File: src/rtl/cls_seq_pkg.sv
// Shared types and constants for the PMOD CLS text refresh sequencer:
// FSM state encoding, refresh period arithmetic and wait-state successor lookup.
package cls_seq_pkg;

  typedef enum logic [3:0] {
    IDLE      = 4'd0,
    CLR_ISSUE = 4'd1,
    CLR_WBUSY = 4'd2,
    CLR_WDONE = 4'd3,
    L1_ISSUE  = 4'd4,
    L1_WBUSY  = 4'd5,
    L1_WDONE  = 4'd6,
    L2_ISSUE  = 4'd7,
    L2_WBUSY  = 4'd8,
    L2_WDONE  = 4'd9
  } t_cls_seq_state;

  localparam int unsigned c_fast_refresh_ticks = 1000;

  // 64-bit intermediate so large ce rates times long periods cannot overflow.
  function automatic int unsigned refresh_terminal(input int unsigned fclk_ce,
                                                   input int unsigned refresh_ms);
    logic [63:0] ticks;
    ticks = 64'(fclk_ce) * 64'(refresh_ms) / 64'd1000;
    return 32'(ticks - 64'd1);
  endfunction

  function automatic t_cls_seq_state wait_next(input t_cls_seq_state s);
    case (s)
      CLR_WBUSY: return CLR_WDONE;
      CLR_WDONE: return L1_ISSUE;
      L1_WBUSY:  return L1_WDONE;
      L1_WDONE:  return L2_ISSUE;
      L2_WBUSY:  return L2_WDONE;
      default:   return IDLE;
    endcase
  endfunction

endpackage

File: src/rtl/cls_refresh_timer.sv
// ce-gated wrap counter: counts while enabled, clears on request, and pulses
// tc_o on the ce tick where it wraps from the terminal count back to zero.
module cls_refresh_timer #(
  parameter int unsigned TC = 999
) (
  input  logic clk_i,
  input  logic rst_i,
  input  logic ce_i,
  input  logic en_i,
  input  logic clr_i,
  output logic tc_o
);

  localparam int W = (TC > 0) ? $clog2(TC + 1) : 1;

  logic [W-1:0] cnt_q, cnt_d;
  logic         at_tc_w;

  assign at_tc_w = (cnt_q == W'(TC));
  assign tc_o    = ce_i && en_i && !clr_i && at_tc_w;

  always_comb begin
    cnt_d = cnt_q;
    if (ce_i) begin
      if (clr_i) cnt_d = '0;
      else if (en_i) cnt_d = at_tc_w ? '0 : cnt_q + 1'b1;
    end
  end

  always_ff @(posedge clk_i or posedge rst_i) begin
    if (rst_i) cnt_q <= '0;
    else       cnt_q <= cnt_d;
  end

endmodule

File: src/rtl/cls_text_refresh_sequencer.sv
// Command source for the PMOD CLS driver: snapshots two text lines and issues
// clear / line1 / line2 commands on request or on a periodic refresh.
module cls_text_refresh_sequencer
  import cls_seq_pkg::*;
#(
  parameter int parm_fast_simulation = 0,
  parameter int FCLK_ce              = 2500000,
  parameter int parm_refresh_ms      = 200,
  parameter int parm_ready_timeout   = 65535
) (
  input  logic         i_clk_20mhz,
  input  logic         i_rst_20mhz,
  input  logic         i_ce_2_5mhz,
  input  logic         i_update_req,
  input  logic         i_clear_enable,
  input  logic [127:0] i_dat_line1,
  input  logic [127:0] i_dat_line2,
  input  logic         i_command_ready,
  output logic         o_cmd_wr_clear_display,
  output logic         o_cmd_wr_text_line1,
  output logic         o_cmd_wr_text_line2,
  output logic [127:0] o_dat_ascii_line1,
  output logic [127:0] o_dat_ascii_line2,
  output logic         o_busy,
  output logic         o_frame_done,
  output logic         o_timeout_err,
  output logic [3:0]   o_dbg_state
);

  localparam int unsigned c_refresh_tc = (parm_fast_simulation != 0) ?
      c_fast_refresh_ticks - 1 :
      refresh_terminal(32'(FCLK_ce), 32'(parm_refresh_ms));
  localparam int c_wd_w = $clog2(parm_ready_timeout + 1);
  localparam logic [c_wd_w-1:0] c_wd_last = c_wd_w'(parm_ready_timeout - 1);

  t_cls_seq_state     state_q, next_wait_w;
  logic               pending_q, pending_d;
  logic [c_wd_w-1:0]  wd_q;
  logic               clr_q, l1_q, l2_q, busy_q, done_q, err_q;
  logic [127:0]       line1_q, line2_q;
  logic               in_wbusy_w, in_wdone_w, wait_met_w;
  logic               start_w, wd_expire_w, refresh_tc_w;

  // Handshake: a strobe is held for one ce period; the driver accepts it by
  // dropping i_command_ready and signals completion by raising it again.
  assign in_wbusy_w  = state_q inside {CLR_WBUSY, L1_WBUSY, L2_WBUSY};
  assign in_wdone_w  = state_q inside {CLR_WDONE, L1_WDONE, L2_WDONE};
  assign wait_met_w  = (in_wbusy_w && !i_command_ready) || (in_wdone_w && i_command_ready);
  assign start_w     = i_ce_2_5mhz && (state_q == IDLE) && pending_q && i_command_ready;
  assign wd_expire_w = i_ce_2_5mhz && (in_wbusy_w || in_wdone_w) && !wait_met_w &&
                       (wd_q == c_wd_last);
  assign next_wait_w = wait_next(state_q);

  // Set sources win over the start-of-sequence clear; update_req is not ce-gated.
  assign pending_d = (i_update_req || refresh_tc_w || wd_expire_w) ? 1'b1 :
                     (start_w ? 1'b0 : pending_q);

  cls_refresh_timer #(.TC(c_refresh_tc)) u_refresh_timer (
    .clk_i (i_clk_20mhz),
    .rst_i (i_rst_20mhz),
    .ce_i  (i_ce_2_5mhz),
    .en_i  (state_q == IDLE),
    .clr_i (start_w),
    .tc_o  (refresh_tc_w)
  );

  always_ff @(posedge i_clk_20mhz or posedge i_rst_20mhz) begin
    if (i_rst_20mhz) begin
      state_q   <= IDLE;
      pending_q <= 1'b0;
      wd_q      <= '0;
      clr_q     <= 1'b0;
      l1_q      <= 1'b0;
      l2_q      <= 1'b0;
      busy_q    <= 1'b0;
      done_q    <= 1'b0;
      err_q     <= 1'b0;
      line1_q   <= '0;
      line2_q   <= '0;
    end else begin
      pending_q <= pending_d;
      if (i_ce_2_5mhz) begin
        clr_q  <= 1'b0;
        l1_q   <= 1'b0;
        l2_q   <= 1'b0;
        done_q <= 1'b0;
        case (state_q)
          IDLE: begin
            if (start_w) begin
              line1_q <= i_dat_line1;
              line2_q <= i_dat_line2;
              busy_q  <= 1'b1;
              if (i_clear_enable) begin
                state_q <= CLR_ISSUE;
                clr_q   <= 1'b1;
              end else begin
                state_q <= L1_ISSUE;
                l1_q    <= 1'b1;
              end
            end
          end
          CLR_ISSUE: begin wd_q <= '0; state_q <= CLR_WBUSY; end
          L1_ISSUE:  begin wd_q <= '0; state_q <= L1_WBUSY;  end
          L2_ISSUE:  begin wd_q <= '0; state_q <= L2_WBUSY;  end
          default: begin
            if (wait_met_w) begin
              state_q <= next_wait_w;
              if (next_wait_w == L1_ISSUE) l1_q <= 1'b1;
              if (next_wait_w == L2_ISSUE) l2_q <= 1'b1;
              if (state_q == L2_WDONE) begin
                busy_q <= 1'b0;
                done_q <= 1'b1;
              end
              wd_q <= wd_q + 1'b1;
            end else if (wd_expire_w) begin
              state_q <= IDLE;
              busy_q  <= 1'b0;
              err_q   <= 1'b1;
            end else begin
              wd_q <= wd_q + 1'b1;
            end
          end
        endcase
      end
    end
  end

  assign o_cmd_wr_clear_display = clr_q;
  assign o_cmd_wr_text_line1    = l1_q;
  assign o_cmd_wr_text_line2    = l2_q;
  assign o_dat_ascii_line1      = line1_q;
  assign o_dat_ascii_line2      = line2_q;
  assign o_busy                 = busy_q;
  assign o_frame_done           = done_q;
  assign o_timeout_err          = err_q;
  assign o_dbg_state            = state_q;

endmodule

File: config.mk
export PLATFORM = sky130hd
export DESIGN_NAME = cls_text_refresh_sequencer
export DESIGN_NICKNAME = d
export VERILOG_FILES = /design/src/rtl/cls_seq_pkg.sv /design/src/rtl/cls_refresh_timer.sv /design/src/rtl/cls_text_refresh_sequencer.sv
export SDC_FILE = /design/constraint.sdc
export NUM_CORES = 1
export LEC_CHECK = 0
export ABC_CLOCK_PERIOD_IN_PS = 9300
export BUFFER_PORTS_ARGS = -buffer_cell sky130_fd_sc_hd__buf_4
export CORE_ASPECT_RATIO = 0.7
export CORE_MARGIN = 10
export CORE_UTILIZATION = 25
export DETAILED_ROUTE_END_ITERATION = 8
export PLACE_DENSITY = 0.49
export SLEW_MARGIN = 20
export SYNTH_ARGS = -nofsm -noshare
export SYNTH_HDL_FRONTEND = slang
export SYNTH_SLANG_ARGS = --single-unit
File: constraint.sdc
create_clock -name i_clk_20mhz -period 9.3 [get_ports i_clk_20mhz]
set_clock_uncertainty 0.2 [all_clocks]
set_input_delay 0.93 -clock i_clk_20mhz [delete_from_list [all_inputs] [get_ports i_clk_20mhz]]
set_output_delay 0.93 -clock i_clk_20mhz [all_outputs]
set_load 0.01 [all_outputs]
==> reports/metrics.csv, run 1 <==
stage,metric,value,unit
power,sw_frac_of_total,22.7,%
sta,worst_pin_slew,1050,ps
clock_network,cts.sinks,302,
final_layout,final_cell_mix,"nand2_1, buf_4, dfrtp_1",
placement,hpwl,33200,µm
sta,period_share,39.6,%
critical_path,cp_data_required_time,9500,ps
power,p_seq_share,48.0,%
critical_path,path_depth,6,
outcome,status,"complete, no violations",
sta,min_period,3690,ps
clock_network,postCtsSetupBuffers,0,
critical_path,crit_slowest_cell,nand3_4,
power,p_switching,0.637,mW
clock_network,clock_path_buffers,3,
routing,met1_length,19200,µm
placement,gp_congestion,0.782,
power,combPwrFrac,5.1,%
power,power.internal,2.17,mW
clock_network,cts_tree,done,
floorplan,fp.dieW,287,µm
floorplan,core_area,49300,µm²
floorplan,floorplan.initialDensity,25.3,%
routing,wl_met3,4310,µm
final_layout,final_common_cell,nand2_1,
critical_path,start_kind,flop,
floorplan,die_h,207,µm
sta,fmax,0.271,GHz
sta,slew_violations,0,
sta,setup_tns,0,ps
routing,via_per_inst,4.34,
routing,routedWlPerCell,17.5,µm
global_route,grt_start_max_net_pins,98,
synth,ys_ff_latch,302,
routing,remaining_drc_errors,0,
placement,port_buffers,527,
final_layout,nFillCells,5099,
critical_path,reg2reg_slack,5610,ps
sta,finalWorstSetupSlack,5610,ps
clock_network,h-tree-depth,2,
routing,wl_met2,20800,µm
critical_path,critPathTopFamily,simple AND/OR/NAND/NOR gates,
floorplan,dieArea,59500,µm²
routing,top_layer,met5,
final_layout,ff_latch_area,7560,µm²
final_layout,antenna_cells,0,
clock_network,cts.repair.resized,0,
global_route,antenna_found_initial,1,
power,p_clk_share,47.0,%
hold_path,min_path_type,input port to async pin,
sta,setup_viol,0,
global_route,grt_pass1_vias,11500,
global_route,grt_pass1_wl,70300,µm
synth,synth_flop_cell,dfrtp_1,
global_route,gr-total-overflow,0,
synth,syn_inst,1404,
synth,synth_edf_count,0,
critical_path,cp_cell_sequence,nor4_4 > and2_1 > nand3_4 > buf_4 > nand2_1 > nand2_1,
critical_path,max_stage_delay,750,ps
clock_network,clk-insertion-delay-late,510,ps
routing,wl,45500,µm
critical_path,r2r_cells,6,
sta,rsz0062_at_grt,false,
routing,ant_nets,0,
critical_path,crit_top_cell,nand2_1,
critical_path,critical_path_class,flop to flop,
synth,yosysUniqueCellTypes,59,
synth,synthArstFlopShare,100,%
clock_network,cts_hold_buf,0,
synth,synth_warnings,0,
flow_run,cap_violations,0,
clock_network,path_clk_slew,60,ps
synth,yosysSeqAreaShare,60.5,%
floorplan,rows,68,
sta,hold_viol,0,
sta,max_slew_margin,30.0,%
clock_network,numCtsBuffers,36,
placement,dpl_worst_slack,5420,ps
global_route,grt_usage,14.7,%
routing,drt_iter0_drc,641,
power,powerDensity,155,nW/µm²
routing,vias,11300,
final_layout,drive_gt1_share,31.6,%
synth,synth_area_per_cell,8.90,µm²
synth,syn_area,12500,µm²
final_layout,multi_input_area,4470,µm²
synth,syn_nets,1669,
final_layout,finalNetCount,2170,
critical_path,crit_buf_inv,1,
critical_path,crit_fanout,96,
critical_path,cp.arrival,3890,ps
critical_path,critPathCaptureType,flop,
floorplan,ioPinCount,528,
final_layout,syn_to_final_growth,44.5,%
power,leakagePower,10.1,nW
routing,drtPass1Iterations,5,
power,vdd_drop_max,0.0915,mV
clock_network,cts-root-buf,clkbuf_16,
## power groups by stage
stage / registers (mW) / clock network [mW] / logic (mW)
CTS: 1.34 / 1.38 / 0.145
finish: 1.35 / 1.32 / 0.142
detailed placement: 1.37 / 0 / 0.145
global route: 1.35 / 1.44 / 0.160
floorplan: 1.36 / 0 / 0.0441
global placement: 1.37 / 0 / 0.144
## worst register-to-register path: stages, from the launching register on
cell and delay (ps):
dfrtp_1 620, nor4_4 420, and2_1 480, nand3_4 750, buf_4 730, nand2_1 310
nand2_1 70
## state kept, by name, summed over array words and instances, names as in the netlist
signal and flops:
o_timeout_err 1, o_frame_done 1, o_dbg_state 4, pending_q 1, o_cmd_wr_clear_display 1, o_dat_ascii_line2 128, o_busy 1, o_cmd_wr_text_line1 1
u_refresh_timer.cnt_q 19, o_dat_ascii_line1 128, o_cmd_wr_text_line2 1, wd_q 16
## logic make-up (layout without fill, tap and decap cells)
| kind of cell | Yosys count | in the layout | share of synthesized area, % |
|---|---|---|---|
| flip-flops | 302 | 302 | 60.5 |
| multiplexers | 2 | 2 | 0.180 |
| adder cells (fa/ha/maj) | 3 | 3 | 0.300 |
| XOR/XNOR | 3 | 3 | 0.210 |
| AND/OR/NAND/NOR | 907 | 907 | 29.4 |
| AO/OA/AOI/OAI | 102 | 102 | 5.72 |
| buffers and inverters | 85 | 611 | 3.77 |
## Yosys cell counts, types with 2 or more instances
cell type,number,area [µm²]
nor3_1,7,35.0
buf_4,25,188
nor3b_1,3,22.5
o41ai_2,2,32.5
or2_2,5,31.3
a21oi_1,15,75.1
ha_1,3,37.5
inv_1,9,33.8
o31ai_1,14,105
a22o_1,2,17.5
o21ai_0,37,185
o311ai_1,3,26.3
nand4_1,12,75.1
nor2_1,14,52.6
buf_2,35,175
o211ai_4,2,42.5
or4_1,4,30.0
dfrtp_1,302,7560
o211ai_1,5,37.5
nand2_1,808,3030
and2_1,3,18.8
buf_6,2,22.5
nand3_1,16,80.1
o21ai_1,2,10.0
xnor2_1,2,17.5
and3_1,4,25.0
nor4_1,5,31.3
a31oi_1,5,31.3
or3_1,4,25.0
and4_1,3,26.3
nor4b_1,2,17.5
nor2b_1,7,43.8
o311ai_0,4,35.0
o41ai_1,2,17.5
clkbuf_1,12,45.0
## per-stage QoR
step	cells	utilization, %	total power [mW]	instance area (µm²)	hold WS [ps]
detailed placement	2530	34.3	1.51	16900	263
CTS	2593	36.5	2.87	18000	277
floorplan	1404	-	1.41	12500	243
global placement	2530	34.3	1.51	16900	258
finish	2595	36.6	2.81	18100	234
global route	2595	36.6	2.95	18100	235
## area by class of cell
cell class / count / area share [%]
Sequential cell: 302 / 41.8
Multi-Input combinational cell: 1017 / 24.8
Timing Repair Buffer: 538 / 22.5
Clock buffer: 52 / 5.60
Tap cell: 665 / 4.61
Clock inverter: 11 / 0.402
Inverter: 10 / 0.229
## worst paths after layout
path	end	start
max	o_dat_ascii_line2[94]	o_dbg_state[1]
max reg2reg	o_dat_ascii_line2[94]	o_dbg_state[1]
min in group i_clk_20mhz	o_dat_ascii_line2[41]	o_dat_ascii_line2[41]
max in group asynchronous	o_dat_ascii_line2[28]	i_rst_20mhz
min reg2reg	o_dat_ascii_line2[41]	o_dat_ascii_line2[41]
min	o_dat_ascii_line1[11]	i_rst_20mhz
## per-layer routing
metal,vias to the layer above,global-route usage [%]
li1,5462,-
met1,5328,18.3
met2,396,23.4
met3,70,5.57
met4,2,3.95
met5,-,0
(Power assumes the default switching activity.)
==> inputs of run 2 (changes only) <==
ABC_CLOCK_PERIOD_IN_PS = 3300   (was 9300)
clock period = 3.3 ns   (was 9.3 ns; I/O delays follow)
==> reports/metrics.csv, run 2 (synthesis gave the netlist of run 1 again) <==
stage,metric,value,unit
clock_network,numCtsBuffers,35,
global_route,grt_start_max_net_pins,154,
hold_path,holdCritStartpoint,o_timeout_err,
hold_path,min_path_type,flop to flop,
placement,place_area,17200,µm²
power,powerDensity,403,nW/µm²
critical_path,rr_endpoint,o_dat_ascii_line2[112],
floorplan,floorplan.initialDensity,25.3,%
critical_path,r2r-start,o_dbg_state[1],
placement,hpwl,33800,µm
floorplan,core_area,49300,µm²
global_route,grt_usage,15.8,%
outcome,status,"complete, no violations",
routing,remaining_drc_errors,0,
sta,fmax,0.367,GHz
sta,max_slew_margin,48.6,%
floorplan,dieArea,59500,µm²
routing,ant_nets,0,
flow_run,cap_violations,0,
clock_network,cts.repair.resized,0,
final_layout,syn_to_final_growth,67.9,%
clock_network,cts.sinks,302,
clock_network,cts_tree,done,
routing,vias,12300,
floorplan,die_h,207,µm
global_route,grt_pass1_wl,76400,µm
floorplan,fp.dieW,287,µm
clock_network,clock_path_buffers,3,
sta,period_share,82.6,%
global_route,gr-total-overflow,0,
critical_path,critPathCaptureType,flop,
final_layout,drive_gt1_share,28.3,%
clock_network,cts-root-buf,clkbuf_16,
sta,min_period,2720,ps
hold_path,hold_end,o_timeout_err,
final_layout,final_cell_mix,"nand2_1, buf_4, dfrtp_1",
hold_path,whs_path_depth,1,
critical_path,reg2reg_slack,580,ps
sta,hold_viol,0,
clock_network,path_clk_slew,60,ps
global_route,grt_pass1_vias,12900,
critical_path,cp_data_required_time,3510,ps
sta,setup_viol,0,
final_layout,final_common_cell,nand2_1,
power,vdd_drop_max,0.307,mV
routing,wl,48300,µm
critical_path,cp.arrival,2940,ps
critical_path,crit_fanout,153,
critical_path,r2r_cells,6,
placement,port_buffers,527,
routing,via_per_inst,4.30,
sta,worst_pin_slew,770,ps
sta,slew_violations,0,
clock_network,cts_hold_buf,261,
final_layout,nFillCells,4769,
critical_path,start_kind,flop,
critical_path,critical_path_class,flop to flop,
routing,routedWlPerCell,16.8,µm
clock_network,postCtsSetupBuffers,0,
final_layout,finalNetCount,2440,
floorplan,rows,68,
global_route,antenna_found_initial,4,
routing,drtPass1Iterations,4,
power,leakagePower,11.3,nW
clock_network,clk-insertion-delay-late,510,ps
placement,gp_congestion,0.807,
power,power.total,8.46,mW
final_layout,final_area,21000,µm²
sta,rsz0062_at_grt,false,
routing,drt_iter0_drc,754,
floorplan,ioPinCount,528,
clock_network,h-tree-depth,2,
[run 2: where the power goes]
part	switching (mW)	internal, mW	leakage, nW
registers	0.0540	3.74	4.18
logic	0.244	0.453	6.57
clock network	1.63	2.34	0.569
total	1.93	6.53	11.3
[run 2: critical path, cell delays in order (launching register included)]
cell,delay [ps]
dfrtp_1,620
nor4_4,400
and2_1,480
nand3_4,190
buf_12,280
nand2_1,200
nand2_1,60
[run 2: layout make-up]
class / instances / area (µm²) / share of cell area [%]
flip-flops and latches: 302 / 7560 / 36.0
repair buffers: 809 / 6910 / 32.9
multi-input cells: 1017 / 4470 / 21.3
clock buffers: 52 / 1030 / 4.91
well taps: 665 / 832 / 3.96
clock inverters: 12 / 134 / 0.638
inverters: 10 / 41.3 / 0.197
diodes: 1 / 2.50 / 0.0119
[run 2: layer usage]
metal | GRT usage [%] | up-vias | routed length (µm)
met1 | 19.8 | 5805 | 20700
met4 | 5.08 | 6 | 1450
met3 | 5.07 | 90 | 3730
li1 | - | 6004 | -
met5 | 0 | - | 42
met2 | 25.3 | 427 | 22400
[run 2: worst max-delay path by stage]
stage / end / depth (start not counted) / startpoint / slack (ps)
after global placement: o_dat_ascii_line1[40] / 7 / o_dbg_state[1] / 620
after floorplan: o_busy / 1 / i_rst_20mhz / -1250
final: o_dat_ascii_line2[112] / 6 / o_dbg_state[1] / 580
after global routing: o_dat_ascii_line1[39] / 7 / o_dbg_state[1] / 300
after CTS: o_dat_ascii_line1[52] / 7 / o_dbg_state[1] / 560
after detailed placement: o_dat_ascii_line2[117] / 7 / o_dbg_state[1] / 560
[run 2: through the flow]
step           std cells  hold slack, ps  util [%]  setup slack (ps)  setup TNS, ps
2_1_floorplan       1404             235         -             -1250        -376000
3_3_place_gp        2542             256      34.9               621              0
3_5_place_dp        2542             259      34.9               562              0
4_1_cts             2867             274      42.5               559              0
5_1_grt             2867             288      42.5               302              0
6_report            2868             266      42.5               575              0
